$ cat config.mk
export PLATFORM = sky130hd
export DESIGN_NAME = serial_subtractor_flat
export DESIGN_NICKNAME = d
export VERILOG_FILES = /design/src/rtl/serial_subtractor_pkg.sv /design/src/rtl/serial_subtractor_if.sv /design/src/rtl/serial_subtractor_fs.sv /design/src/rtl/serial_subtractor.sv /design/src/flat_wrapper.sv
export SDC_FILE = /design/constraint.sdc
export NUM_CORES = 1
export LEC_CHECK = 0
export BUFFER_PORTS_ARGS = -buffer_cell sky130_fd_sc_hd__buf_2
export CAP_MARGIN = 20
export CORE_ASPECT_RATIO = 0.8
export CORE_MARGIN = 8
export CORE_UTILIZATION = 50
export CTS_CLUSTER_DIAMETER = 60
export DETAILED_ROUTE_END_ITERATION = 16
export GPL_TIMING_DRIVEN = 0
export HOLD_SLACK_MARGIN = 0.1
export PLACE_DENSITY = 0.79
export SYNTH_ARGS = -nofsm -noshare
export SYNTH_HDL_FRONTEND = slang
export SYNTH_SLANG_ARGS = --single-unit
$ cat constraint.sdc
create_clock -name clk -period 1.3 [get_ports clk]
set_input_delay 0.065 -clock clk [delete_from_list [all_inputs] [get_ports clk]]
set_output_delay 0.065 -clock clk [all_outputs]
set_load 0.005 [all_outputs]
$ cat src/rtl/serial_subtractor_pkg.sv
`default_nettype none
// ============================================================================
// Module   : serial_sub_pkg
// Purpose  : Shared types and helpers for the bit-serial subtractor.
//            - state_e   : control FSM encoding
//            - cnt_width : bit-counter width for an N-bit operation
// Revision : 1.0 - initial release
// ============================================================================
package serial_sub_pkg;

  typedef enum logic [1:0] {
    IDLE = 2'd0,
    RUN  = 2'd1,
    DONE = 2'd2
  } state_e;

  // Counter has to hold 0..N-1 without wrapping early. $clog2(2) is 1, but
  // the floor of 1 also protects against degenerate parameter values.
  function automatic int cnt_width(input int n);
    int w;
    w = $clog2(n);
    return (w < 1) ? 1 : w;
  endfunction

endpackage : serial_sub_pkg
`default_nettype wire

$ cat src/rtl/serial_subtractor_if.sv
`default_nettype none
// ============================================================================
// Module   : serial_subtractor_if
// Purpose  : Start/done operand and result bundle of the serial subtractor.
// Signals  : start, a[N], b[N], bin        - request side (master drives)
//            busy, done, diff[N], bout,
//            zero, ovf                     - status/result side (slave drives)
// Modports : master (requester), slave (subtractor)
// Revision : 1.0 - initial release
// ============================================================================
interface serial_subtractor_if #(
  parameter int N = 8
);

  logic         start;
  logic [N-1:0] a;
  logic [N-1:0] b;
  logic         bin;
  logic         busy;
  logic         done;
  logic [N-1:0] diff;
  logic         bout;
  logic         zero;
  logic         ovf;

  modport master (
    output start, a, b, bin,
    input  busy, done, diff, bout, zero, ovf
  );

  modport slave (
    input  start, a, b, bin,
    output busy, done, diff, bout, zero, ovf
  );

endinterface : serial_subtractor_if
`default_nettype wire

$ cat src/rtl/serial_subtractor_fs.sv
`default_nettype none
// ============================================================================
// Module   : full_subtractor
// Purpose  : Combinational 1-bit subtractor cell, d = x - y - bi.
// Ports    : x  (in)  minuend bit
//            y  (in)  subtrahend bit
//            bi (in)  borrow in
//            d  (out) difference bit
//            bo (out) borrow out
// Revision : 1.0 - initial release
// ============================================================================
module full_subtractor (
  input  logic x,
  input  logic y,
  input  logic bi,
  output logic d,
  output logic bo
);

  logic xy_diff;

  assign xy_diff = x ^ y;
  assign d       = xy_diff ^ bi;
  // Borrow when x=0,y=1, or when x==y and a borrow is already pending.
  assign bo      = (~x & y) | (~xy_diff & bi);

endmodule : full_subtractor
`default_nettype wire

$ cat src/rtl/serial_subtractor.sv
`default_nettype none
// ============================================================================
// Module   : serial_subtractor
// Purpose  : Bit-serial N-bit subtractor, {bout, diff} = a - b - bin,
//            one bit per clock, LSB first, with start/done handshake.
// Ports    : clk   (in)  rising-edge clock
//            rst_n (in)  asynchronous active-low reset
//            bus   (slave modport of serial_subtractor_if)
//              start/a/b/bin in, busy/done/diff/bout/zero/ovf out
// Revision : 1.0 - initial release
// ============================================================================
module serial_subtractor
  import serial_sub_pkg::*;
#(
  parameter int N = 8
) (
  input  logic                clk,
  input  logic                rst_n,
  serial_subtractor_if.slave  bus
);

  localparam int            CW   = cnt_width(N);
  localparam logic [CW-1:0] LAST = CW'(N - 1);

  state_e        state_q;
  logic [N-1:0]  a_sh_q;
  logic [N-1:0]  b_sh_q;
  logic [N-1:0]  w_q;
  logic          br_q;
  logic          a_msb_q;
  logic          b_msb_q;
  logic [CW-1:0] cnt_q;

  logic          busy_q;
  logic          done_q;
  logic [N-1:0]  diff_q;
  logic          bout_q;
  logic          zero_q;
  logic          ovf_q;

  logic          fs_d;
  logic          fs_bo;
  logic [N-1:0]  w_d;
  logic          start_acc;

  // One shared cell; the shift registers present a new bit pair each cycle.
  full_subtractor u_fs (
    .x  (a_sh_q[0]),
    .y  (b_sh_q[0]),
    .bi (br_q),
    .d  (fs_d),
    .bo (fs_bo)
  );

  // Difference bits enter at the MSB, so after N shifts bit 0 sits at w[0].
  assign w_d       = {fs_d, w_q[N-1:1]};
  // DONE accepts a new request too, which gives N+1 cycle throughput.
  assign start_acc = bus.start && (state_q != RUN);

  always_ff @(posedge clk or negedge rst_n) begin
    if (!rst_n) begin
      state_q <= IDLE;
      a_sh_q  <= '0;
      b_sh_q  <= '0;
      w_q     <= '0;
      br_q    <= 1'b0;
      a_msb_q <= 1'b0;
      b_msb_q <= 1'b0;
      cnt_q   <= '0;
      busy_q  <= 1'b0;
      done_q  <= 1'b0;
      diff_q  <= '0;
      bout_q  <= 1'b0;
      zero_q  <= 1'b1;
      ovf_q   <= 1'b0;
    end else begin
      done_q <= 1'b0;

      case (state_q)
        IDLE: begin
          state_q <= IDLE;
        end
        RUN: begin
          a_sh_q <= a_sh_q >> 1;
          b_sh_q <= b_sh_q >> 1;
          w_q    <= w_d;
          br_q   <= fs_bo;
          cnt_q  <= cnt_q + 1'b1;
          if (cnt_q == LAST) begin
            state_q <= DONE;
            busy_q  <= 1'b0;
          end
        end
        DONE: begin
          diff_q  <= w_q;
          bout_q  <= br_q;
          zero_q  <= (w_q == '0);
          // Signed overflow only possible when operand signs differ.
          ovf_q   <= (a_msb_q != b_msb_q) && (w_q[N-1] != a_msb_q);
          done_q  <= 1'b1;
          state_q <= IDLE;
        end
        default: begin
          state_q <= IDLE;
          busy_q  <= 1'b0;
        end
      endcase

      // Placed after the case so an accept in DONE overrides the IDLE return.
      if (start_acc) begin
        a_sh_q  <= bus.a;
        b_sh_q  <= bus.b;
        br_q    <= bus.bin;
        a_msb_q <= bus.a[N-1];
        b_msb_q <= bus.b[N-1];
        cnt_q   <= '0;
        busy_q  <= 1'b1;
        state_q <= RUN;
      end
    end
  end

  assign bus.busy = busy_q;
  assign bus.done = done_q;
  assign bus.diff = diff_q;
  assign bus.bout = bout_q;
  assign bus.zero = zero_q;
  assign bus.ovf  = ovf_q;

endmodule : serial_subtractor
`default_nettype wire

$ cat src/flat_wrapper.sv
// flat-port wrapper written by rule: the top's interface ports become plain ports
module serial_subtractor_flat import serial_sub_pkg::*;
#(
  parameter int N = 8
)
  (clk, rst_n, bus_start, bus_a, bus_b, bus_bin, bus_busy, bus_done, bus_diff, bus_bout, bus_zero, bus_ovf);
  serial_subtractor_if #(.N(N)) bus_i ();
  input  logic clk;
  input  logic rst_n;
  input wire logic [$bits(bus_i.start)-1:0] bus_start;
  input wire logic [$bits(bus_i.a)-1:0] bus_a;
  input wire logic [$bits(bus_i.b)-1:0] bus_b;
  input wire logic [$bits(bus_i.bin)-1:0] bus_bin;
  output wire logic [$bits(bus_i.busy)-1:0] bus_busy;
  output wire logic [$bits(bus_i.done)-1:0] bus_done;
  output wire logic [$bits(bus_i.diff)-1:0] bus_diff;
  output wire logic [$bits(bus_i.bout)-1:0] bus_bout;
  output wire logic [$bits(bus_i.zero)-1:0] bus_zero;
  output wire logic [$bits(bus_i.ovf)-1:0] bus_ovf;
  assign bus_i.start = bus_start;
  assign bus_i.a = bus_a;
  assign bus_i.b = bus_b;
  assign bus_i.bin = bus_bin;
  assign bus_busy = bus_i.busy;
  assign bus_done = bus_i.done;
  assign bus_diff = bus_i.diff;
  assign bus_bout = bus_i.bout;
  assign bus_zero = bus_i.zero;
  assign bus_ovf = bus_i.ovf;
  serial_subtractor #(.N(N)) u_core (.clk(clk), .rst_n(rst_n), .bus(bus_i));
endmodule
# --- After elaboration in Yosys (flattened, before gate mapping) ---
# Index checks and enable logic that the tools add are counted.
totals:
  reg_bits: 45
  in_bits: 20
  output_inout_bits: 13
classes:
  n_mux: 15
  add_sub_neg: 1
  bitwise: 7
  n_reduce_logical: 7
  n_eq_ne: 8
op_table:
  columns: ["op", "n"]
  rows:
  - ["$mux 8", 4]
  - ["$logic_not 8->1", 1]
  - ["$mux 2", 3]
  - ["$mux 3", 2]
  - ["$mux 1", 5]
  - ["$ne 2x1->1 const B", 2]
  - ["$add 3x1->3 const B", 1]
  - ["$eq 3x3->1 const B", 1]
  - ["$ne 3x1->1 const B", 1]
  - ["$and 1x1->1", 2]
  - ["$eq 2x1->1 const B", 1]
  - ["$eq 2x2->1 const B", 1]
  - ["$logic_and 1x1->1", 2]
  - ["$logic_not 2->1", 1]
  - ["$ne 1x1->1", 2]
  - ["$not 1->1", 2]
  - ["$pmux 1 s2", 1]
  - ["$reduce_and 2->1", 1]
  - ["$reduce_bool 2->1", 1]
  - ["$reduce_or 2->1", 1]
  - ["$xor 1x1->1", 2]
  - ["$or 1x1->1", 1]

# --- Depth between registers and ports, before layout ---
logic_depth:
  depth_word: 6
  mapped_depth: 5
  ltp_nobuf: 5

# --- Modules after synthesis ---
# Synthesis repeated with hierarchy kept, for this count alone.
unflattened:
  hier_cells: 154
  hier_area_um2: 1911.8
modules_own_cells:
  columns: ["module", "area_per_inst_um2", "cells_each", "seq_area_each_um2", "instances"]
  rows:
  - ["serial_subtractor", 1880.6, 150, 1127.3, 1]
  - ["full_subtractor", 31.3, 4, 0.0, 1]

# --- Worst setup path before layout ---
# OpenSTA, ideal clock, no wires.
synth_path:
  kind: "register to register"
  startpoint: "register u_core.state_q[0]"
  endpoint: "register u_core.diff_q[4] (netlist: u_core.bus.diff[4])"
  setup_time_ns: 0.125
  required_time_ns: 1.175
  synth_period_minus_slack_ns: 1.176
  t_arrival_ns: 1.051
  path_slack_ns: 0.124
  stages_incl_launch_ff: 5
  path_cell_list: "dfrtp_1 -> nand2b_1 -> buf_6 -> buf_6 -> mux2_4"
synth_via:
  elab_chain_len: 1
synth_rtl:
  columns: ["item", "line", "source"]
  rows:
  - ["start: declaration", "serial_subtractor.sv:25", "state_e state_q;"]
  - ["start signal: assignment", "serial_subtractor.sv:62", "state_q <= IDLE;"]
  - ["start signal: assignment", "serial_subtractor.sv:81", "state_q <= IDLE;"]
  - ["start signal: assignment", "serial_subtractor.sv:90", "state_q <= DONE;"]
  - ["$eq 2x2->1", "serial_subtractor.sv:79", "case (state_q)"]
  - ["end signal: assignment", "serial_subtractor.sv:95", "diff_q <= w_q;"]
  - ["end: declaration", "serial_subtractor.sv:36", "logic [N-1:0] diff_q;"]
# No other way between the ends.
# A chain may end at the register's enable or synchronous reset.

# --- Worst setup path in the final report ---
# Same ends and word-level chain as after synthesis.

==> impl_results.md <==
* Max Cap Viol at 0
* CP Launch Type: flip-flop
* Number of synthesized flops with an enable pin at 0
* Post-CTS setup buffer count at 0
* Largest net degree at the start of global routing at 46
* R2R Path Start: u_core.state_q[0]$_DFFE_PN0P_
* Setup TNS at 0 ns
* Synth async-reset ratio at 100%
* Post-Place Cells at 250
* Sequential area share after synthesis at 58.3%
* Top cells by count, synth: nand2_1, dfrtp_1, o21ai_0
* Cell Area, Synth at ~1900 µm²
* Worst-path clk slew at 0.09 ns
* First-pass GRT wire length at about 6600 µm
* Clock buffer depth at 2
* Post-DRT Antenna Nets at 0
* DRT Wirelength at roughly 3800 µm
* R2R cell count at 4
* Post-DP HPWL at ~2600 µm
* Post-Syn Instances at 175
* # DRC at 0
* Headroom to the max-slew limit at 69.2%
* Die X at 85.5 µm
* CP endpoint kind: flip-flop
* Count of state elements after synthesis at between 40 and 50
* CTS tree: built
* Average wire per cell in the routed design at about 14 µm
* Ys Warns at 0
* CP max FO at 10
* CP Class: reg2reg
* Clk Latency, worst-skew pair at between 0.3 and 0.4 ns
* Via Count at around 1400
* Layout Area Growth over Synthesis at 26.7%
* VDD IR-drop max at 992 µV
* Gr ovfl total at 0
* Layout cells sized above 1 at a little over a quarter
* Endpoints failing hold at 0
* Max Fclk at 0.803 GHz
* Most frequent cell after synthesis: nand2_1
* Core area at around 3800 µm²
* Max-slew violation count at 0
* Die Ht at around 70 µm
* Hold Path Origin: bus_start
* Initial Utilization at 51.5%
* Site Rows at 20
* Top post-synthesis cells by area: dfrtp_1, nand2_1, mux2i_1, o21ai_0, mux2_2
* Setup Skew at 0.0113 ns
* Vias in the first global route at approximately 1500
* # fillers at 308
* Top Ports at 33
* H-Tree Depth at 2
* CP required at around 1.5 ns
* Prevailing post-synth register cell: dfrtp_1
* Placer Congestion at approximately 0.75
* Worst Hold Class: in2reg
* Power density over the cells at 1990 nW/µm²
* Worst Setup SP: u_core.state_q[0]$_DFFE_PN0P_
* GRT Total Usage at a little over an eighth
* Final Non-Filler Cells at around 280
* Vias per std cell at between 4 and 5
* Count of input and output buffers at 31
* Crit path DAT at about 1.4 ns
* Antenna violations before repair at 0
* First-pass iteration count of the detailed router at 4
* Leading area contributor after synthesis: dfrtp_1
* Fin crit period at about 1.2 ns
* Crit share post-route at ~96%
* Hold path depth at 3
* Post-Syn Area per Cell at roughly 11 µm²
* Setup Viol. Count Final at 0
* Syn nets at around 200
* Diode count at 0
* Post-synth top area share at between 50% and 60%
* Clock sinks at between 40 and 50
* CTS Buf Count at 5
* Clk root buf: clkbuf_8
* Worst-margin pin slew at roughly 0.46 ns
* Final nets at 254
* Unrepaired setup endpoints after global routing: no
* Status: complete, no violations
* DRT iter0 DRCs at 52
* Netlist cell types at 24
* Setup slack, reg-to-reg at roughly 0.054 ns
* Leakage at between 1 and 1.5 nW
* DIE AREA at 6120 µm²
## flip-flops by register name, indices dropped and copies added (netlist names), 2 cells and up
signal           cells
u_core.state_q       2
u_core.cnt_q         3
u_core.w_q           8
u_core.a_sh_q        8
u_core.bus.diff      8
u_core.b_sh_q        8
## path summary, 6_finish.rpt
path	endpoint
max in group asynchronous	u_core.b_sh_q[4]$_DFFE_PN0P_
hold reg to reg	u_core.bus.zero$_DFFE_PN1N_
setup reg to reg	u_core.bus.diff[4]$_DFFE_PN0N_
min in group asynchronous	u_core.bus.diff[0]$_DFFE_PN0N_
hold / removal	u_core.cnt_q[2]$_DFFE_PN0P_
setup / recovery	u_core.bus.diff[4]$_DFFE_PN0N_
## what timing repair did
item	CTS	global route
setup endpoints to repair	0	5
hold buffers	17	0
endpoints found under the hold margin	62	0
resized for setup	0	2
## where the power goes
| group | internal (mW) | switching, mW | total [mW] |
|---|---|---|---|
| logic | 0.718 | 0.781 | 1.50 |
| clock network | 0.577 | 0.488 | 1.07 |
| registers | 1.95 | 0.362 | 2.31 |
## area by class of cell
class	count	area, µm²	area share (%)
clock inverter	2	38.8	1.58
inverter	3	11.3	0.460
clock buffer	6	72.6	2.96
multi-input combinational	116	724	29.6
timing repair buffer	49	345	14.1
buffer	11	75.1	3.06
tap	44	55.1	2.25
sequential	45	1130	46.0
## layer usage
layer	global-route usage [%]	wire length (µm)	vias to the layer above	part of all wire [%]
met2	23.0	1780	33	47
met1	14.9	1720	645	45
met4	6.98	71	0	1.9
met3	4.57	225	6	5.9
met5	0	0	-	0
li1	-	-	687	-
## cells in the final DEF (no fill, tap or decap), types with 2 or more instances in the layout
cell type / netlist / layout
a21oi_1: 2 / 2
buf_2: 7 / 36
buf_6: 2 / 2
clkbuf_4: 0 / 2
clkbuf_8: 0 / 5
dfrtp_1: 44 / 44
dlygate4sd3_1: 0 / 17
ha_1: 2 / 2
inv_1: 3 / 3
mux2_2: 7 / 7
mux2_4: 3 / 3
mux2i_1: 16 / 16
nand2_1: 46 / 46
nand2b_1: 4 / 4
nor2_1: 5 / 5
nor4_1: 2 / 2
o21ai_0: 22 / 22
## cells by family (layout without fill, tap and decap cells)
| family | count (synthesis) | count (layout) | share of synthesized area, % |
|---|---|---|---|
| mux | 26 | 26 | 14.7 |
| flops | 45 | 45 | 58.3 |
| fa+ha+maj | 3 | 3 | 2.33 |
| buf+inv | 14 | 71 | 4.21 |
| compound gates | 26 | 26 | 7.12 |
| simple gates | 61 | 61 | 13.3 |
## per-stage QoR
stage / power (mW) / utilization (%) / setup slack, ns / cell area, µm² / hold slack, ns
6_report: 4.88 / 65.3 / 0.0545 / 2450 / 0.108
5_1_grt: 5.28 / 65.3 / 0.00140 / 2450 / 0.149
4_1_cts: 4.92 / 64.6 / 0.0555 / 2420 / 0.109
3_5_place_dp: 3.82 / 57.1 / 0.0710 / 2140 / 0.278
3_3_place_gp: 3.73 / 57.1 / 0.0779 / 2140 / 0.274
2_1_floorplan: 3.29 / - / 0.124 / 1930 / -0.231
## critical path, cell delays in order, from the launching register on
cell	delay [ns]
dfrtp_1	0.41
nand2b_1	0.16
buf_6	0.13
buf_6	0.14
mux2_4	0.29
No activity file was read; power rests on OpenSTA's default activity.
